==> src/rtl/cdb_arbiter_pkg.sv <==
// Shared widths, source encodings and the queued completion record for cdb_arbiter.
package cdb_arbiter_pkg;

  localparam int unsigned DataLength    = 32;
  localparam int unsigned PcLength      = 32;
  localparam int unsigned PerfCntLength = 32;

  typedef enum logic {
    SrcAlu = 1'b0,
    SrcSlb = 1'b1
  } cdb_src_e;

  typedef struct packed {
    logic [PcLength-1:0]   pc;
    logic [DataLength-1:0] data;
    logic [PcLength-1:0]   jpc;
  } cdb_entry_t;

  localparam int unsigned EntryWidth = $bits(cdb_entry_t);

  // Fall-through target recorded for load/store completions.
  function automatic logic [PcLength-1:0] next_pc(input logic [PcLength-1:0] pc);
    return pc + PcLength'(4);
  endfunction

endpackage

==> src/rtl/cdb_fifo.sv <==
// Per-requester completion queue: power-of-two depth, wrapping pointers,
// registered occupancy, freeze on rdy low, clear on flush.
module cdb_fifo #(
  parameter int unsigned Depth     = 4,
  parameter int unsigned PtrLength = 1,
  parameter int unsigned Width     = 32
) (
  input  logic                 clk,
  input  logic                 rst,
  input  logic                 rdy,
  input  logic                 flush,
  input  logic                 push,
  input  logic                 pop,
  input  logic [Width-1:0]     din,
  output logic [Width-1:0]     dout,
  output logic                 full,
  output logic                 empty,
  output logic [PtrLength+1:0] count
);

  localparam logic [PtrLength+1:0] DepthCnt = (PtrLength+2)'(Depth);

  logic [Width-1:0]     mem_q [Depth];
  logic [Width-1:0]     mem_d [Depth];
  logic [PtrLength:0]   wr_ptr_q, wr_ptr_d;
  logic [PtrLength:0]   rd_ptr_q, rd_ptr_d;
  logic [PtrLength+1:0] cnt_q, cnt_d;
  logic                 do_push, do_pop;

  assign full  = (cnt_q == DepthCnt);
  assign empty = (cnt_q == '0);
  assign count = cnt_q;
  assign dout  = mem_q[rd_ptr_q];

  assign do_push = rdy & ~flush & push & ~full;
  assign do_pop  = rdy & ~flush & pop & ~empty;

  // Next pointers, occupancy and storage; pointer width makes them wrap modulo Depth.
  always_comb begin
    mem_d    = mem_q;
    wr_ptr_d = wr_ptr_q;
    rd_ptr_d = rd_ptr_q;
    cnt_d    = cnt_q;
    if (rdy && flush) begin
      wr_ptr_d = '0;
      rd_ptr_d = '0;
      cnt_d    = '0;
    end else begin
      if (do_push) begin
        mem_d[wr_ptr_q] = din;
        wr_ptr_d        = wr_ptr_q + 1'b1;
      end
      if (do_pop) begin
        rd_ptr_d = rd_ptr_q + 1'b1;
      end
      cnt_d = cnt_q + (PtrLength+2)'(do_push) - (PtrLength+2)'(do_pop);
    end
  end

  // Queue state registers.
  always_ff @(posedge clk or negedge rst) begin
    if (!rst) begin
      for (int unsigned i = 0; i < Depth; i++) begin
        mem_q[i] <= '0;
      end
      wr_ptr_q <= '0;
      rd_ptr_q <= '0;
      cnt_q    <= '0;
    end else begin
      mem_q    <= mem_d;
      wr_ptr_q <= wr_ptr_d;
      rd_ptr_q <= rd_ptr_d;
      cnt_q    <= cnt_d;
    end
  end

endmodule

==> src/rtl/cdb_arbiter.sv <==
// Common data bus arbiter: queues ALU and SLB completions and broadcasts one
// per cycle to the ROB with round-robin between the two queue heads.
// Optional CDB_PERF_EN adds a conflict_cnt output counting contended edges.
module cdb_arbiter
  import cdb_arbiter_pkg::*;
#(
  parameter int unsigned FifoDepth = 4,
  parameter int unsigned PtrLength = 1
) (
  input  logic                  clk,
  input  logic                  rst,
  input  logic                  rdy,
  input  logic                  flush,
  input  logic                  alu_valid,
  input  logic [PcLength-1:0]   alu_pc,
  input  logic [DataLength-1:0] alu_data,
  input  logic [PcLength-1:0]   alu_jpc,
  output logic                  alu_ready,
  input  logic                  slb_valid,
  input  logic [PcLength-1:0]   slb_pc,
  input  logic [DataLength-1:0] slb_data,
  output logic                  slb_ready,
  output logic                  cdb_valid,
  output logic [PcLength-1:0]   cdb_pc,
  output logic [DataLength-1:0] cdb_data,
  output logic [PcLength-1:0]   cdb_jpc,
  output logic                  cdb_src
`ifdef CDB_PERF_EN
  ,
  output logic [PerfCntLength-1:0] conflict_cnt
`endif
);

  localparam logic [PtrLength+1:0] DepthCnt = (PtrLength+2)'(FifoDepth);

  cdb_entry_t           alu_din, slb_din, alu_head, slb_head;
  logic                 alu_full, slb_full, alu_empty, slb_empty;
  logic [PtrLength+1:0] alu_count, slb_count;
  logic                 grant_alu, grant_slb;

  cdb_entry_t cdb_entry_q, cdb_entry_d;
  logic       cdb_valid_q, cdb_valid_d;
  cdb_src_e   cdb_src_q, cdb_src_d;
  cdb_src_e   last_grant_q, last_grant_d;

  assign alu_din = '{pc: alu_pc, data: alu_data, jpc: alu_jpc};
  assign slb_din = '{pc: slb_pc, data: slb_data, jpc: next_pc(slb_pc)};

  assign alu_ready = (alu_count < DepthCnt);
  assign slb_ready = (slb_count < DepthCnt);

  cdb_fifo #(
    .Depth    (FifoDepth),
    .PtrLength(PtrLength),
    .Width    (EntryWidth)
  ) u_alu_fifo (
    .clk  (clk),
    .rst  (rst),
    .rdy  (rdy),
    .flush(flush),
    .push (alu_valid & ~alu_full),
    .pop  (grant_alu),
    .din  (alu_din),
    .dout (alu_head),
    .full (alu_full),
    .empty(alu_empty),
    .count(alu_count)
  );

  cdb_fifo #(
    .Depth    (FifoDepth),
    .PtrLength(PtrLength),
    .Width    (EntryWidth)
  ) u_slb_fifo (
    .clk  (clk),
    .rst  (rst),
    .rdy  (rdy),
    .flush(flush),
    .push (slb_valid & ~slb_full),
    .pop  (grant_slb),
    .din  (slb_din),
    .dout (slb_head),
    .full (slb_full),
    .empty(slb_empty),
    .count(slb_count)
  );

  // Round-robin grant: a lone non-empty head wins, on contention the side not granted last.
  always_comb begin
    grant_alu = 1'b0;
    grant_slb = 1'b0;
    if (!alu_empty && (slb_empty || last_grant_q == SrcSlb)) begin
      grant_alu = 1'b1;
    end else if (!slb_empty) begin
      grant_slb = 1'b1;
    end
  end

  // Broadcast register and last-grant tracking; payload holds when nothing pops.
  always_comb begin
    cdb_valid_d  = cdb_valid_q;
    cdb_entry_d  = cdb_entry_q;
    cdb_src_d    = cdb_src_q;
    last_grant_d = last_grant_q;
    if (rdy) begin
      if (flush) begin
        cdb_valid_d  = 1'b0;
        last_grant_d = SrcSlb;
      end else begin
        cdb_valid_d = grant_alu | grant_slb;
        if (grant_alu) begin
          cdb_entry_d  = alu_head;
          cdb_src_d    = SrcAlu;
          last_grant_d = SrcAlu;
        end else if (grant_slb) begin
          cdb_entry_d  = slb_head;
          cdb_src_d    = SrcSlb;
          last_grant_d = SrcSlb;
        end
      end
    end
  end

  // Output and arbitration state registers.
  always_ff @(posedge clk or negedge rst) begin
    if (!rst) begin
      cdb_valid_q  <= 1'b0;
      cdb_entry_q  <= '0;
      cdb_src_q    <= SrcAlu;
      last_grant_q <= SrcSlb;
    end else begin
      cdb_valid_q  <= cdb_valid_d;
      cdb_entry_q  <= cdb_entry_d;
      cdb_src_q    <= cdb_src_d;
      last_grant_q <= last_grant_d;
    end
  end

  assign cdb_valid = cdb_valid_q;
  assign cdb_pc    = cdb_entry_q.pc;
  assign cdb_data  = cdb_entry_q.data;
  assign cdb_jpc   = cdb_entry_q.jpc;
  assign cdb_src   = cdb_src_q;

`ifdef CDB_PERF_EN
  logic [PerfCntLength-1:0] conflict_cnt_q, conflict_cnt_d;

  // Count edges where both heads contend; flush edges are not counted.
  always_comb begin
    conflict_cnt_d = conflict_cnt_q;
    if (rdy && !flush && !alu_empty && !slb_empty) begin
      conflict_cnt_d = conflict_cnt_q + 1'b1;
    end
  end

  // Conflict counter register.
  always_ff @(posedge clk or negedge rst) begin
    if (!rst) begin
      conflict_cnt_q <= '0;
    end else begin
      conflict_cnt_q <= conflict_cnt_d;
    end
  end

  assign conflict_cnt = conflict_cnt_q;
`endif

endmodule
==> config.mk <==
export PLATFORM = sky130hd
export DESIGN_NAME = cdb_arbiter
export DESIGN_NICKNAME = d
export VERILOG_FILES = /design/src/rtl/cdb_arbiter_pkg.sv /design/src/rtl/cdb_fifo.sv /design/src/rtl/cdb_arbiter.sv
export SDC_FILE = /design/constraint.sdc
export NUM_CORES = 1
export LEC_CHECK = 0
export CORE_MARGIN = 2
export CORE_UTILIZATION = 46
export CTS_CLUSTER_SIZE = 12
export DETAILED_ROUTE_END_ITERATION = 8
export SLEW_MARGIN = 10
export SYNTH_ARGS = -nofsm -noshare
export SYNTH_HDL_FRONTEND = slang
export SYNTH_HIERARCHICAL = 1
export SYNTH_SLANG_ARGS = --single-unit
export TNS_END_PERCENT = 20
==> constraint.sdc <==
create_clock -name clk -period 9.88 [get_ports clk]
set_input_delay 0.988 -clock clk [delete_from_list [all_inputs] [get_ports clk]]
set_output_delay 0.988 -clock clk [all_outputs]
set_load 0.005 [all_outputs]
==> results of run 1 <==
==> cells by family after synthesis <==
kind of cell,Yosys count
muxes,1064
adders and majority gates,15
AOI/OAI and AO/OA,104
DFF,881
xor gates and xnor gates,32
and+or+nand+nor,181
buffers and inverters,184
==> flip-flops by register name (all words and copies together) (netlist names) <==
name	cells
u_slb_fifo/count	3
u_alu_fifo/count	3
u_slb_fifo/rd_ptr_q	2
cdb_pc	32
cdb_valid	1
u_alu_fifo/rd_ptr_q	2
u_slb_fifo/mem_q	384
cdb_data	32
cdb_jpc	32
u_slb_fifo/wr_ptr_q	2
u_alu_fifo/wr_ptr_q	2
last_grant_q	1
cdb_src	1
u_alu_fifo/mem_q	384
==> worst reg2reg max path, cell delays in order (launching register included) <==
cell and delay, ps:
dfrtp_1 430, nor3b_4 200, nor2b_1 280, and4b_4 1070
buf_4 990, mux2_2 470
==> synthesized netlist by cell type, types with 2 or more instances <==
library cell  number
mux2i_1          104
and2_1             4
o21ai_1           29
nand3b_1           2
buf_1              2
nand2_1          114
buf_12            32
dfrtp_1          880
or3_1              2
a21oi_1            2
clkbuf_1          31
mux4_2           192
fa_1               2
o21ai_0           72
and4_1             2
xor2_1             8
and3_1             5
buf_8              8
ha_1              13
and4b_1            8
mux2_2           448
nand4_1           12
buf_2             79
nor3b_4            2
xnor2_1           24
mux2_4           320
nor2_1             8
nor2b_1            4
nand3_1            9
buf_6             12
inv_1             20
==> worst max-delay path by stage <==
stage / to / slack, ps / depth (start not counted)
global route: u_alu_fifo/mem_q[95] / 5610 / 5
global placement: u_alu_fifo/mem_q[0] / 5130 / 5
detailed placement: u_alu_fifo/mem_q[52] / 5130 / 5
finish: u_alu_fifo/mem_q[0] / 5790 / 5
CTS: u_slb_fifo/mem_q[10] / 5810 / 6
floorplan: u_slb_fifo/count[2] / 6580 / 18
==> cell type report <==
type | count | area (µm²) | area share
diodes | 1 | 2.502 | 0.00005343
clock buffers | 154 | 2884 | 0.06158
clock inverters | 20 | 236.5 | 0.005049
inverters | 20 | 75.07 | 0.001603
multi-input cells | 1396 | 17190 | 0.3671
flip-flops and latches | 881 | 22060 | 0.4711
well taps | 1165 | 1458 | 0.03112
repair buffers | 297 | 2923 | 0.06241
==> power by group <==
group	internal (mW)	total, mW	switching (mW)
Sequential	4.88	5.65	0.765
Combinational	2.59	4.23	1.64
Clock	2.12	3.55	1.44
==> metrics by stage <==
step           utilization  std cells  setup WS [ps]  cell area [µm²]
2_1_floorplan            -       2461           6580            40690
3_3_place_gp        0.4969       3759           5134            43710
3_5_place_dp        0.4969       3759           5130            43710
4_1_cts             0.5324       3933           5806            46830
5_1_grt             0.5324       3934           5613            46830
6_report            0.5324       3934           5788            46830
==> layer usage <==
layer / vias to the layer above / global-route usage / wire length (µm)
met2: 391 / 0.3760 / 49330
met1: 11787 / 0.3067 / 44390
met4: 14 / 0.05165 / 1749
met5: - / 0 / 89
li1: 9489 / - / -
met3: 114 / 0.03595 / 3953
==> summary.txt, run 1 <==
post-synthesis cell area = 40690 µm²
Max-slew headroom = 0.2194
hold crit path type = primary input to asynchronous set/reset pin
mux share of post-synthesis cell area = 0.3739
vias in the first global route = 24614
clk buf depth = 3
Post-Synth Adder-Cell Area = 0.004981
post-synth cell types = 42
Worst R2R End = u_alu_fifo/mem_q[0]
Synth top area share = 0.5412
fmax = 244.4 MHz
WL per Instance = 25.30 µm
Synth Area in XOR/XNOR = 0.006888
chip width = 301.4 µm
final net count = 2874
max_cap viols = 0
TritonCTS buffer count = 97
largest fanout on the critical path = 49
R2R Path Start = u_alu_fifo/count[2]
Filler cells = 7102
sequential-to-total area share from yosys stat = 0.5418
CP bufs+invs = 2
Ys Warns = 6
Final Skew = 17.34 ps
placer's final routability congestion estimate = 0.7605
CP cell instances = clkdlybuf4s50_1, nor2b_1, and4b_4, buf_4, mux2_2
hold slack = 334.9 ps
largest area contributor in the netlist = dfrtp_1
largest net degree at the start of global routing = 173
final WL = 99520 µm
Die Height = 301.4 µm
proportion of layout cells with a drive suffix above 1 = 0.4173
startpoint types = primary input
clk root buf = clkbuf_16
Worst-Skew Late Latency = 640 ps
Worst path slowest cell = and4b_4
most frequent cells in the layout = 876 x dfrtp_1, 448 x mux2_2, 320 x mux2_4
worst-margin pin slew = 1171 ps
Row Count = 109
FFs w/ async S/R, synth = 1.000
Max VDD drop = 0.0002575 V
total die area = 90850 µm²
CP Class = primary input to flop
CP Capture Type = flop
pwr dens = 286.8 nW/µm²
Period minus WS final = 4092 ps
number of gates resized after cts = 0
PortBufs = 265
status = complete, no violations
overall power = 13.43 mW
Post-CTS Repair Setup Buffers = 0
Avg Cell Area, Syn = 16.53 µm²
Setup TNS Final = 0 ps
Critical Path Start = rdy
Data arrival, critical path = 4620 ps
DRT iter0 DRCs = 1141
clock sinks = 881
starting density of the core = 0.4626
max-slew violation count = 0
RSZ-0062 raised after global routing = no
leakage power = 20.84 nW
WP data required = 10410 ps
Tot GR Track Use = 0.2239
CTS tree = built
Mapped Cells = 2461
IO Pins = 266
register-to-register setup slack = 6350 ps
area grow syn2layout = 15.10%
first-pass GRT wire length = 154900 µm
DRT Pass-1 Iters = 4
cts hold-fix bufs = 0
initial antenna violation count = 10
final setup fails = 0
Final Hold Violating Endpoints = 0
CP delay by family, top = buffers and inverters
vias = 21795
most common cell after layout, fill and taps aside = dfrtp_1
drc violations = 0
Final HPWL DP = 61340 µm
Simple-Gate Fraction of Synth Area = 0.02294
largest family of logic cells by synthesized area = multiplexers
post-synthesis compound-gate area fraction = 0.01285
Main synth FF type = dfrtp_1
Overflow after GRT = 0
Worst Reg-to-Reg Cells = 5
clock slew at reported path FFs = 60 ps
remaining antenna violation count = 0
vias per cell = 5.540
Post-synth EDFFs = 0
Worst path max stage delay = 1110 ps
top cells by area, synth = dfrtp_1 54%, mux2_2 12%, mux2_4 12%, mux4_2 11%, mux2i_1 2.6%
CTS H-tree depth = 3
Core Region = 87970 µm²
period utilisation layout = 0.4142
#FFs+latches synth = 881
Mapped Nets = 2642
Power figures use the tool's default switching activity.
==> inputs of run 2 (changes only) <==
==> constraint.sdc (replaced) <==
create_clock -name clk -period 3.8 [get_ports clk]
set_input_delay 0.38 -clock clk [delete_from_list [all_inputs] [get_ports clk]]
set_output_delay 0.38 -clock clk [all_outputs]
set_load 0.005 [all_outputs]
==> summary.txt, run 2 (synthesized netlist as in run 1, its figures left out) <==
status = complete, no violations (unchanged)
Final Skew = 17.59 ps (was 17.34 ps)
clock sinks = 881 (unchanged)
Worst path max stage delay = 460 ps (was 1110 ps)
pwr dens = 738.2 nW/µm² (was 286.8 nW/µm²)
Data arrival, critical path = 3720 ps (was 4620 ps)
proportion of layout cells with a drive suffix above 1 = 0.4267 (was 0.4173)
largest net degree at the start of global routing = 97 (was 173)
Max-slew headroom = 0.3798 (was 0.2194)
Tot GR Track Use = 0.2289 (was 0.2239)
final setup fails = 0 (unchanged)
WP data required = 4340 ps (was 10410 ps)
Top Registers = u_alu_fifo/mem_q x384, u_slb_fifo/mem_q x384 (unchanged)
Worst-Skew Late Latency = 650 ps (was 640 ps)
Core Region = 87970 µm² (unchanged)
starting density of the core = 0.4626 (unchanged)
Worst Reg-to-Reg Cells = 15 (was 5)
Setup TNS Final = 0 ps (unchanged)
drc violations = 0 (unchanged)
Max VDD drop = 0.0009266 V (was 0.0002575 V)
largest fanout on the critical path = 4 (was 49)
CP Capture Type = flop (unchanged)
DRT iter0 DRCs = 1236 (was 1141)
overall power = 35.15 mW (was 13.43 mW)
IO Pins = 266 (unchanged)
Worst R2R End = u_slb_fifo/count[2] (was u_alu_fifo/mem_q[0])
clock slew at reported path FFs = 60 ps (about the same)
final WL = 101500 µm (was 99520 µm)
TritonCTS buffer count = 98 (was 97)
most frequent cells in the layout = 876 x dfrtp_1, 448 x mux2_2, 320 x mux2_4 (unchanged)
CTS tree = built (unchanged)
Die Height = 301.4 µm (unchanged)
hold crit path type = primary input to asynchronous set/reset pin (unchanged)
leakage power = 21.18 nW (was 20.84 nW)
first-pass GRT wire length = 157700 µm (was 154900 µm)
max_cap viols = 0 (unchanged)
Worst path slowest cell = dfrtp_1 (was and4b_4)
clk buf depth = 3 (unchanged)
chip width = 301.4 µm (unchanged)
area grow syn2layout = 17.03% (was 15.10%)
Final Core Density = 0.5413 (was 0.5324)
Final Hold Violating Endpoints = 0 (unchanged)
fin cells = 3982 (was 3934)
PortBufs = 265 (unchanged)
vias = 22287 (was 21795)
remaining antenna violation count = 0 (unchanged)
hold slack = 390.1 ps (was 334.9 ps)
vias in the first global route = 25141 (was 24614)
Row Count = 109 (unchanged)
final net count = 2913 (was 2874)
R2R Path Start = u_slb_fifo/count[1] (was u_alu_fifo/count[2])
Final HPWL DP = 63230 µm (was 61340 µm)
Overflow after GRT = 0 (unchanged)
placer's final routability congestion estimate = 0.7725 (was 0.7605)
initial antenna violation count = 14 (was 10)
vias per cell = 5.597 (was 5.540)
register-to-register setup slack = 620 ps (was 6350 ps)
period utilisation layout = 0.8359
CTS H-tree depth = 3 (unchanged)
fmax = 314.8 MHz
DP Cell Count = 3796 (was 3759)
CP delay by family, top = simple AND/OR/NAND/NOR gates (was buffers and inverters)
max-slew violation count = 0 (unchanged)
CP bufs+invs = 4 (was 2)
clk root buf = clkbuf_16 (unchanged)
total die area = 90850 µm² (unchanged)
worst-margin pin slew = 930.4 ps (was 1171 ps)
RSZ-0062 raised after global routing = no (unchanged)
WP depth = 15 (was 5)
DRT Pass-1 Iters = 5 (was 4)
CP Class = flop to flop (was primary input to flop)
startpoint types = flop (was primary input)
most common cell after layout, fill and taps aside = dfrtp_1 (unchanged)
WL per Instance = 25.48 µm (was 25.30 µm)
crit path to = u_slb_fifo/count[2] (was u_alu_fifo/mem_q[0])
number of gates resized after cts = 0 (unchanged)
Critical Path Start = u_slb_fifo/count[1] (was rdy)
CP cell instances = or3_1, inv_1, nor2_1, or2_4, inv_1, nor2_1, and3_1, ha_1, inv_1, ha_1, inv_1, fa_1, xnor2_1, xnor2_1, and2_1 (was clkdlybuf4s50_1, nor2b_1, and4b_4, buf_4, mux2_2)
Period minus WS final = 3176 ps
Worst path most repeated cell = inv_1
[run 2: cell types whose count changed in the layout (fill, tap and decap cells not counted), moves of 2 or more]
| cell | change |
|---|---|
| buf_12 | +35 |
| clkinv_2 | +5 |
| clkbuf_8 | -2 |
| buf_4 | +2 |
| clkbuf_1 | -3 |
| diode_2 | +6 |
[run 2: metrics by stage]
step / instance area (µm²) / worst slack, ps
after global placement: 44430 / 662.2
after global routing: 47610 / 498.2
final: 47620 / 623.7
after detailed placement: 44430 / 522.9
after CTS: 47600 / 638.0
after floorplan: 40690 / 500.4
[run 2: cell type report]
cell class                 count  area (µm²)
antenna                        7       17.52
clock buffer                 148        2820
clock inverter                30       344.1
fill                        7087       40350
inverter                      20       75.07
multi-input combinational   1396       17190
sequential                   881       22060
tap                         1165        1458
timing repair buffer         335        3649
[run 2: worst min path at each step]
| stage | to | slack [ps] | depth (start not counted) |
|---|---|---|---|
| 2_1_floorplan | cdb_data[0] | 80 | 0 |
| 3_3_place_gp | cdb_pc[31] | 460 | 2 |
| 3_5_place_dp | cdb_data[31] | 470 | 2 |
| 4_1_cts | u_alu_fifo/mem_q[313] | 380 | 2 |
| 5_1_grt | u_alu_fifo/mem_q[321] | 400 | 2 |
| 6_report | u_alu_fifo/mem_q[250] | 390 | 2 |
[run 2: where the power goes]
part           internal, mW  switching (mW)
clock                  5.52            3.81
sequential             12.7            1.95
combinational          6.86            4.30
total                  25.1            10.1
[run 2: metal layers]
layer / track usage / vias up / share of wire
li1: - / 9566 / -
met1: 0.3099 / 12135 / 0.44
met2: 0.3802 / 403 / 0.50
met3: 0.04481 / 165 / 0.042
met4: 0.05733 / 18 / 0.022
met5: 0 / - / 0.0012
[run 2: repair_timing]
action                    CTS  global route
buffers inserted            0             0
hold buffers                1             0
hold endpoints to repair   63             0
